### config.mk
export PLATFORM = sky130hd
export DESIGN_NAME = apb_cmd_arbiter
export DESIGN_NICKNAME = d
export VERILOG_FILES = /design/src/rtl/apb_cmd_arbiter.sv
export SDC_FILE = /design/constraint.sdc
export NUM_CORES = 1
export LEC_CHECK = 0
export CORE_MARGIN = 2
export CORE_UTILIZATION = 45
export CTS_BUF_LIST = sky130_fd_sc_hd__clkbuf_8
export DETAILED_ROUTE_END_ITERATION = 7
export PLACE_DENSITY = 0.91
export SLEW_MARGIN = 20
export SYNTH_ARGS = -nofsm -noshare
export SYNTH_HDL_FRONTEND = slang
export SYNTH_SLANG_ARGS = --single-unit
### constraint.sdc
create_clock -name clk -period 7.2 [get_ports clk]
set_input_delay 2.16 -clock clk [delete_from_list [all_inputs] [get_ports clk]]
set_output_delay 2.16 -clock clk [all_outputs]
set_load 0.005 [all_outputs]
### src/rtl/apb_cmd_arbiter.sv
// rtl/apb_cmd_arbiter.sv - round-robin arbiter funnelling NUM_REQ command requesters into one downstream APB command port
module apb_cmd_arbiter #(
    parameter int DATA_WIDTH = 8,
    parameter int ADDR_WIDTH = 8,
    parameter int NUM_REQ    = 4,
    parameter int RSP_LAT    = 3,
    parameter int TIMEOUT    = 15,
    localparam int CMD_WIDTH = DATA_WIDTH + ADDR_WIDTH + 1
) (
    input  logic                         clk,
    input  logic                         rst,
    input  logic [NUM_REQ*CMD_WIDTH-1:0] req_cmd,
    input  logic [NUM_REQ-1:0]           req_vld,
    output logic [NUM_REQ-1:0]           req_rdy,
    output logic [NUM_REQ-1:0]           rsp_vld,
    output logic [DATA_WIDTH-1:0]        rsp_rdata,
    output logic                         rsp_err,
    output logic [CMD_WIDTH-1:0]         m_cmd,
    output logic                         m_cmd_vld,
    input  logic                         m_cmd_rdy,
    output logic                         m_transfer,
    input  logic [DATA_WIDTH-1:0]        m_rdata
);

    localparam int PTR_W = (NUM_REQ > 1) ? $clog2(NUM_REQ) : 1;
    localparam int LAT_W = $clog2(RSP_LAT + 1);
    localparam int TO_W  = $clog2(TIMEOUT + 1);

    typedef enum logic [1:0] {IDLE, ISSUE, WAIT, RESP} state_t;

    state_t                state;
    state_t                state_nxt;
    logic [PTR_W-1:0]      rr_ptr;
    logic [PTR_W-1:0]      gnt;
    logic [PTR_W-1:0]      gnt_q;
    logic                  gnt_found;
    int                    scan_idx;
    logic [CMD_WIDTH-1:0]  cmd_q;
    logic [LAT_W-1:0]      lat_cnt;
    logic [TO_W-1:0]       to_cnt;
    logic                  err_q;
    logic [DATA_WIDTH-1:0] rdata_q;

    // Scan offsets from the far end down so the smallest offset from rr_ptr wins.
    always_comb begin
        gnt       = '0;
        gnt_found = 1'b0;
        scan_idx  = 0;
        for (int i = NUM_REQ - 1; i >= 0; i--) begin
            scan_idx = int'(rr_ptr) + i;
            if (scan_idx >= NUM_REQ) begin
                scan_idx = scan_idx - NUM_REQ;
            end
            if (req_vld[scan_idx]) begin
                gnt       = PTR_W'(scan_idx);
                gnt_found = 1'b1;
            end
        end
    end

    always_ff @(posedge clk) begin
        if (rst) begin
            state <= IDLE;
        end else begin
            state <= state_nxt;
        end
    end

    always_comb begin
        state_nxt  = state;
        req_rdy    = '0;
        rsp_vld    = '0;
        rsp_err    = 1'b0;
        m_cmd      = '0;
        m_cmd_vld  = 1'b0;
        m_transfer = 1'b0;
        case (state)
            IDLE: begin
                if (gnt_found && !rst) begin
                    req_rdy[gnt] = 1'b1;
                    state_nxt    = ISSUE;
                end
            end
            ISSUE: begin
                m_transfer = 1'b1;
                m_cmd_vld  = 1'b1;
                m_cmd      = cmd_q;
                // A handshake on the final allowed cycle still counts as accepted.
                if (m_cmd_rdy) begin
                    state_nxt = WAIT;
                end else if (to_cnt == TO_W'(TIMEOUT - 1)) begin
                    state_nxt = RESP;
                end
            end
            WAIT: begin
                m_transfer = 1'b1;
                if (lat_cnt == '0) begin
                    state_nxt = RESP;
                end
            end
            RESP: begin
                m_transfer     = 1'b1;
                rsp_vld[gnt_q] = 1'b1;
                rsp_err        = err_q;
                state_nxt      = IDLE;
            end
            default: state_nxt = IDLE;
        endcase
    end

    always_ff @(posedge clk) begin
        if (rst) begin
            rr_ptr  <= '0;
            gnt_q   <= '0;
            cmd_q   <= '0;
            lat_cnt <= '0;
            to_cnt  <= '0;
            err_q   <= 1'b0;
            rdata_q <= '0;
        end else begin
            case (state)
                IDLE: begin
                    if (gnt_found) begin
                        gnt_q  <= gnt;
                        cmd_q  <= req_cmd[int'(gnt)*CMD_WIDTH +: CMD_WIDTH];
                        to_cnt <= '0;
                        err_q  <= 1'b0;
                    end
                end
                ISSUE: begin
                    if (m_cmd_rdy) begin
                        lat_cnt <= LAT_W'(RSP_LAT - 1);
                    end else if (to_cnt == TO_W'(TIMEOUT - 1)) begin
                        err_q   <= 1'b1;
                        rdata_q <= '0;
                    end else begin
                        to_cnt <= to_cnt + 1'b1;
                    end
                end
                WAIT: begin
                    if (lat_cnt == '0) begin
                        rdata_q <= cmd_q[CMD_WIDTH-1] ? '0 : m_rdata;
                    end else begin
                        lat_cnt <= lat_cnt - 1'b1;
                    end
                end
                RESP: begin
                    rr_ptr <= (gnt_q == PTR_W'(NUM_REQ - 1)) ? '0 : gnt_q + 1'b1;
                end
                default: ;
            endcase
        end
    end

    assign rsp_rdata = rdata_q;

endmodule

# Yosys cells after proc, flatten, opt, wreduce, memory -nomap -nowiden
# Cells that the tools add are included.
[word_totals]
register_bits = 38
input_bits = 83
output_inout_bits = 36
[op_classes]
add_sub_neg = 10
n_mul = 1
n_lt_le_gt_ge = 12
n_eq_ne = 14
shifts = 1
mux = 57
n_reduce_logical = 15
[op_table]
columns = ["operator", "count"]
rows = [
  ["32-bit by 4-bit less-than comparator with 1-bit output (second input constant)", 4],
  ["32-bit 2-to-1 mux", 4],
  ["68-bit by 8-bit indexed part select with 17-bit output", 1],
  ["8-bit 2-to-1 mux", 4],
  ["4-bit 2-to-1 mux", 6],
  ["2-bit 2-to-1 mux", 11],
  ["1-bit 2-to-1 mux", 20],
  ["17-bit 2-to-1 mux", 1],
  ["2-bit != test (second input constant)", 8],
  ["8-bit one-hot mux with 2 select lines", 1],
  ["4-bit AND reduction", 3],
  ["3-bit by 3-bit subtractor with 4-bit output (second input constant)", 3],
  ["3-bit greater-or-equal comparator (second input constant)", 3],
  ["1-bit binary-select mux with 2-bit select", 4],
  ["2-bit one-hot mux with 4 select lines", 1],
  ["4-bit one-hot mux with 2 select lines", 1],
  ["2-bit by 5-bit multiplier with 7-bit output (second input constant)", 1],
  ["2-bit by 2-bit adder with 3-bit output (second input constant)", 2],
  ["2-bit equality test (second input constant)", 3],
  ["2-bit by 3-bit less-than comparator with 1-bit output (second input constant)", 2],
  ["3-bit AND reduction", 2],
  ["4-bit by 1-bit adder with 4-bit output (second input constant)", 1],
  ["1-bit demux with 2-bit select", 2],
  ["4-bit equality test (second input constant)", 1],
  ["other kinds (16)", 21],
]

# Depth between registers and ports, before layout
[depth]
word_depth = 16
ltp_mapped = 8
ltp_nobuf = 7

# Worst setup path after synthesis
# No wires, ideal clock.
[synth_path]
kind = "input-to-output"
start = "in req_vld[2]"
end = "out req_rdy[1]"
t_arrival_ns = 3.209
t_required_ns = 5.040
path_slack_ns = 1.831
stages = 5
n_path_buf = 1
cell_sequence = "mux2i_1 nor2_1 a311oi_2 buf_2 nor4b_1"
[synth_between]
elab_chain_len = 13
word_cells_on_any_way = 28
classes_between = "order compare: 2; mux: 24; reduce/logical: 2"
[synth_rtl]
columns = ["element", "line", "rtl"]
rows = [
  ["start, declared", "13", "input logic [NUM_REQ-1:0] req_vld,"],
  ["1-bit binary-select mux with 2-bit select", "54", "if (req_vld[scan_idx]) begin"],
  ["1-bit 2-to-1 mux (implied by the code) (2 in a row)", "54", ""],
  ["2-bit 2-to-1 mux (4 in a row)", "54", ""],
  ["2-bit by 3-bit less-than comparator with 1-bit output (implied by the code) / 2-bit by 1-bit greater-or-equal comparator with 1-bit output (equally long branches)", "80", "req_rdy[gnt] = 1'b1;"],
  ["1-bit logical AND (implied by the code)", "80", ""],
  ["1-bit 2-to-1 mux (implied by the code)", "80", ""],
  ["1-bit demux with 2-bit select", "80", ""],
  ["4-bit 2-to-1 mux (*)", "79", "if (gnt_found && !rst) begin"],
  ["4-bit 2-to-1 mux (*)", "77", "case (state)"],
  ["end, declared", "14", "output logic [NUM_REQ-1:0] req_rdy,"],
]
# Every way passes the cells marked *; elsewhere a longest branch is shown, timed or not. The select of a mux whose other input is x is not followed.

# Final worst setup path
[layout_path]
start = "in req_vld[0]"
end = "out req_rdy[0]"
# Same word-level chain as after synthesis.

==> impl_metrics.env <==
export IMPL_syn_avg_cell_area_um2=9.04
export IMPL_worstMarginPinSlew_ns=0.992
export IMPL_ctsResizeCount=0
export IMPL_syn2layout_area_growth_pct=52.6
export IMPL_critPathKind="input pin to primary output"
export IMPL_crit_top_cell="clkdlybuf4s50_1"
export IMPL_dp_hpwl_um=5520
export IMPL_slew_headroom=0.338
export IMPL_drc=0
export IMPL_grt_max_degree=31
export IMPL_ios=119
export IMPL_worstPathCellList="clkdlybuf4s50_1 > mux2i_1 > nor2_1 > a311oi_4 > buf_4 > nor4_1 > clkdlybuf4s50_1"
export IMPL_cts_hold_buf=0
export IMPL_root_buffer="clkbuf_8"
export IMPL_crit_buf_inv=3
export IMPL_path_delay_family="buffers and inverters"
export IMPL_synth_ff_type="dfxtp_1"
export IMPL_p_switching_mw=0.371
export IMPL_synth_edf_count=0
export IMPL_required_ns=5.04
export IMPL_final_cell_mix="118 x clkdlybuf4s50_1, 38 x mux2i_1, 38 x dfxtp_1"
export IMPL_drv_cap=0
export IMPL_fin_nets=480
export IMPL_htreeDepth=2
export IMPL_gr_total_overflow=0
export IMPL_post_cts_buffers=0
export IMPL_grt_setup_unrepaired="no"
export IMPL_die_y_um=77.9
export IMPL_synthArstFlopShare=0
export IMPL_wirelength_um=7190
export IMPL_synth_cells=272
export IMPL_vias_per_cell=5.33
export IMPL_skew_ns=0.00604
export IMPL_antenna_found_initial=0
export IMPL_pwr_share_clk=0.146
export IMPL_clockBufferDepth=2
export IMPL_critical_path_max_stage_delay_ns=0.53
export IMPL_cp_start_kind="input pin"
export IMPL_io_buffers=118
export IMPL_layout_commonest_cell="clkdlybuf4s50_1"
export IMPL_yosysSeqAreaShare=0.309
export IMPL_hp_class="register to register"
export IMPL_fill_cells=385
export IMPL_ant_nets=0
export IMPL_cts_tree="built"
export IMPL_setup_viol_count_final=0
export IMPL_coreArea_um2=5200
export IMPL_wl_per_cell_um=15.8
export IMPL_synth_top_area_frac=0.309
export IMPL_cts_made_buffers=5
export IMPL_drive_gt1_frac=0.0675
export IMPL_clk_insertion_delay_late_ns=0.29
export IMPL_num_rows=26
export IMPL_clk_pin_slew_ns=0.07
export IMPL_grt_pass1_vias=2496
export IMPL_place_gp_congestion=0.850
export IMPL_finalWorstSetupSlack_ns=0.720
export IMPL_path_max_fanout=30
export IMPL_vdd_drop_max_mv=0.125
export IMPL_start_util=0.473
export IMPL_cp_slowest_cell="clkdlybuf4s50_1"
export IMPL_layout_min_cycle_time_ns=6.48
export IMPL_clock_fmax_ghz=0.154
export IMPL_post_route_period_util=0.900
export IMPL_synth_top_area_cell="dfxtp_1"
export IMPL_drtIter0Drc=145
export IMPL_vias=2427
export IMPL_clkSinkCount=38
export IMPL_cellPowerDensity_nw_per_um2=247
export IMPL_grt_pass1_wl_um=11600
export IMPL_die_w_um=77.9
export IMPL_yosys_register_bits=38
export IMPL_setup_tns_ns=0
export IMPL_pre_cts_ws_ns=0.717
export IMPL_diodes=0
export IMPL_drt_first_pass_iters=5
export IMPL_grt_usage=0.240
export IMPL_internal_power_mw=0.558
export IMPL_dieArea_um2=6070
export IMPL_run_status="complete, no violations"
export IMPL_switching_share=0.399
export IMPL_power_frac_comb=0.520
export IMPL_arrival_ns=4.32
export IMPL_p_seq_frac=0.333
export IMPL_crit_path_end_kind="primary output"
export IMPL_yosys_warnings=0
export IMPL_drv_slew=0
export IMPL_syn_num_nets=367
export IMPL_synth_cell_types=41
export IMPL_p_leak_nw=1.44
export IMPL_synthTopCellsByArea="dfxtp_1 31%, mux2i_1 15%, and2_1 6.4%"
export IMPL_finalHoldViolations=0
export IMPL_synthesis_area_um2=2460
[tightest hold or removal path: cells and delay by family, from the launching register on]
| kind | cells | cell delay [ns] |
|---|---|---|
| flops | 1 | 0.31 |
| compound gates | 1 | 0.05 |
| simple gates | 1 | 0.05 |
[cell type report]
cell class / instances / area [um^2] / share of cell area
multi-input combinational: 205 / 1570 / 0.417
timing repair buffer: 123 / 1220 / 0.325
sequential: 38 / 761 / 0.203
tap: 70 / 87.6 / 0.0233
clock buffer: 5 / 68.8 / 0.0183
inverter: 12 / 45.0 / 0.0120
clock inverter: 2 / 7.51 / 0.00200
[kinds of logic (layout without fill, tap and decap cells)]
family                   Yosys count  after routing  synth area share
AND/OR/NAND/NOR                   86             86             0.191
AO/OA/AOI/OAI                     67             67             0.218
multiplexers                      38             38             0.155
flip-flops                        38             38             0.309
buffers and inverters             29            142            0.0590
adder cells (fa/ha/maj)           12             12            0.0610
XOR/XNOR                           2              2           0.00712
[routing by layer]
metal / vias to the layer above / routed length, um / GRT usage
li1: 1199 / - / -
met1: 1130 / 2890 / 0.264
met2: 80 / 3790 / 0.436
met3: 18 / 310 / 0.0640
met4: 0 / 196 / 0.0947
met5: - / 0 / 0
[power by group through the flow]
| stage | sequential [mW] | combinational (mW) | clock (mW) |
|---|---|---|---|
| after global routing | 0.316 | 0.532 | 0.148 |
| after floorplan | 0.299 | 0.308 | 0 |
| after global placement | 0.308 | 0.464 | 0 |
| after detailed placement | 0.312 | 0.477 | 0 |
| final | 0.310 | 0.483 | 0.136 |
| after CTS | 0.309 | 0.486 | 0.138 |
[state kept, by name (all words and copies together), names as in the netlist]
signal and cells:
rsp_rdata 8, gnt_q 2, err_q 1, cmd_q 17
rr_ptr 2, to_cnt 4, state 2, lat_cnt 2
[path summary, 6_finish.rpt]
| kind | slack, ns | cells after the start | from | to |
|---|---|---|---|---|
| setup / recovery | 0.72 | 7 | req_vld[0] | req_rdy[0] |
| hold / removal | 0.45 | 2 | rsp_rdata[6]$_SDFFE_PP0P_ | rsp_rdata[6]$_SDFFE_PP0P_ |
| setup reg to reg | 4.85 | 7 | state[1]$_SDFFE_PP0P_ | to_cnt[3]$_SDFFE_PP0P_ |
| hold reg to reg | 0.45 | 2 | rsp_rdata[6]$_SDFFE_PP0P_ | rsp_rdata[6]$_SDFFE_PP0P_ |
[synthesized netlist by cell type (all sizes together), types with 3 or more instances]
cell type and number:
a21oi 19, a221oi 17, and2 25, buf 9, clkbuf 8, dfxtp 38
ha 12, inv 12, mux2i 38, nand2 18, nand2b 3, nand3 11
nor2 12, nor2b 4, nor3 3, o21ai 6, o21bai 18
[metrics by stage]
stage	utilization	power, mW	hold WS [ns]	area [um^2]	instances
after floorplan	-	0.606	0.438	2460	272
after global placement	0.706	0.772	0.437	3680	448
final	0.721	0.929	0.452	3750	455
after detailed placement	0.706	0.790	0.448	3680	448
after global routing	0.721	0.996	0.476	3750	455
after CTS	0.721	0.932	0.457	3750	455
(Power assumes the default switching activity.)
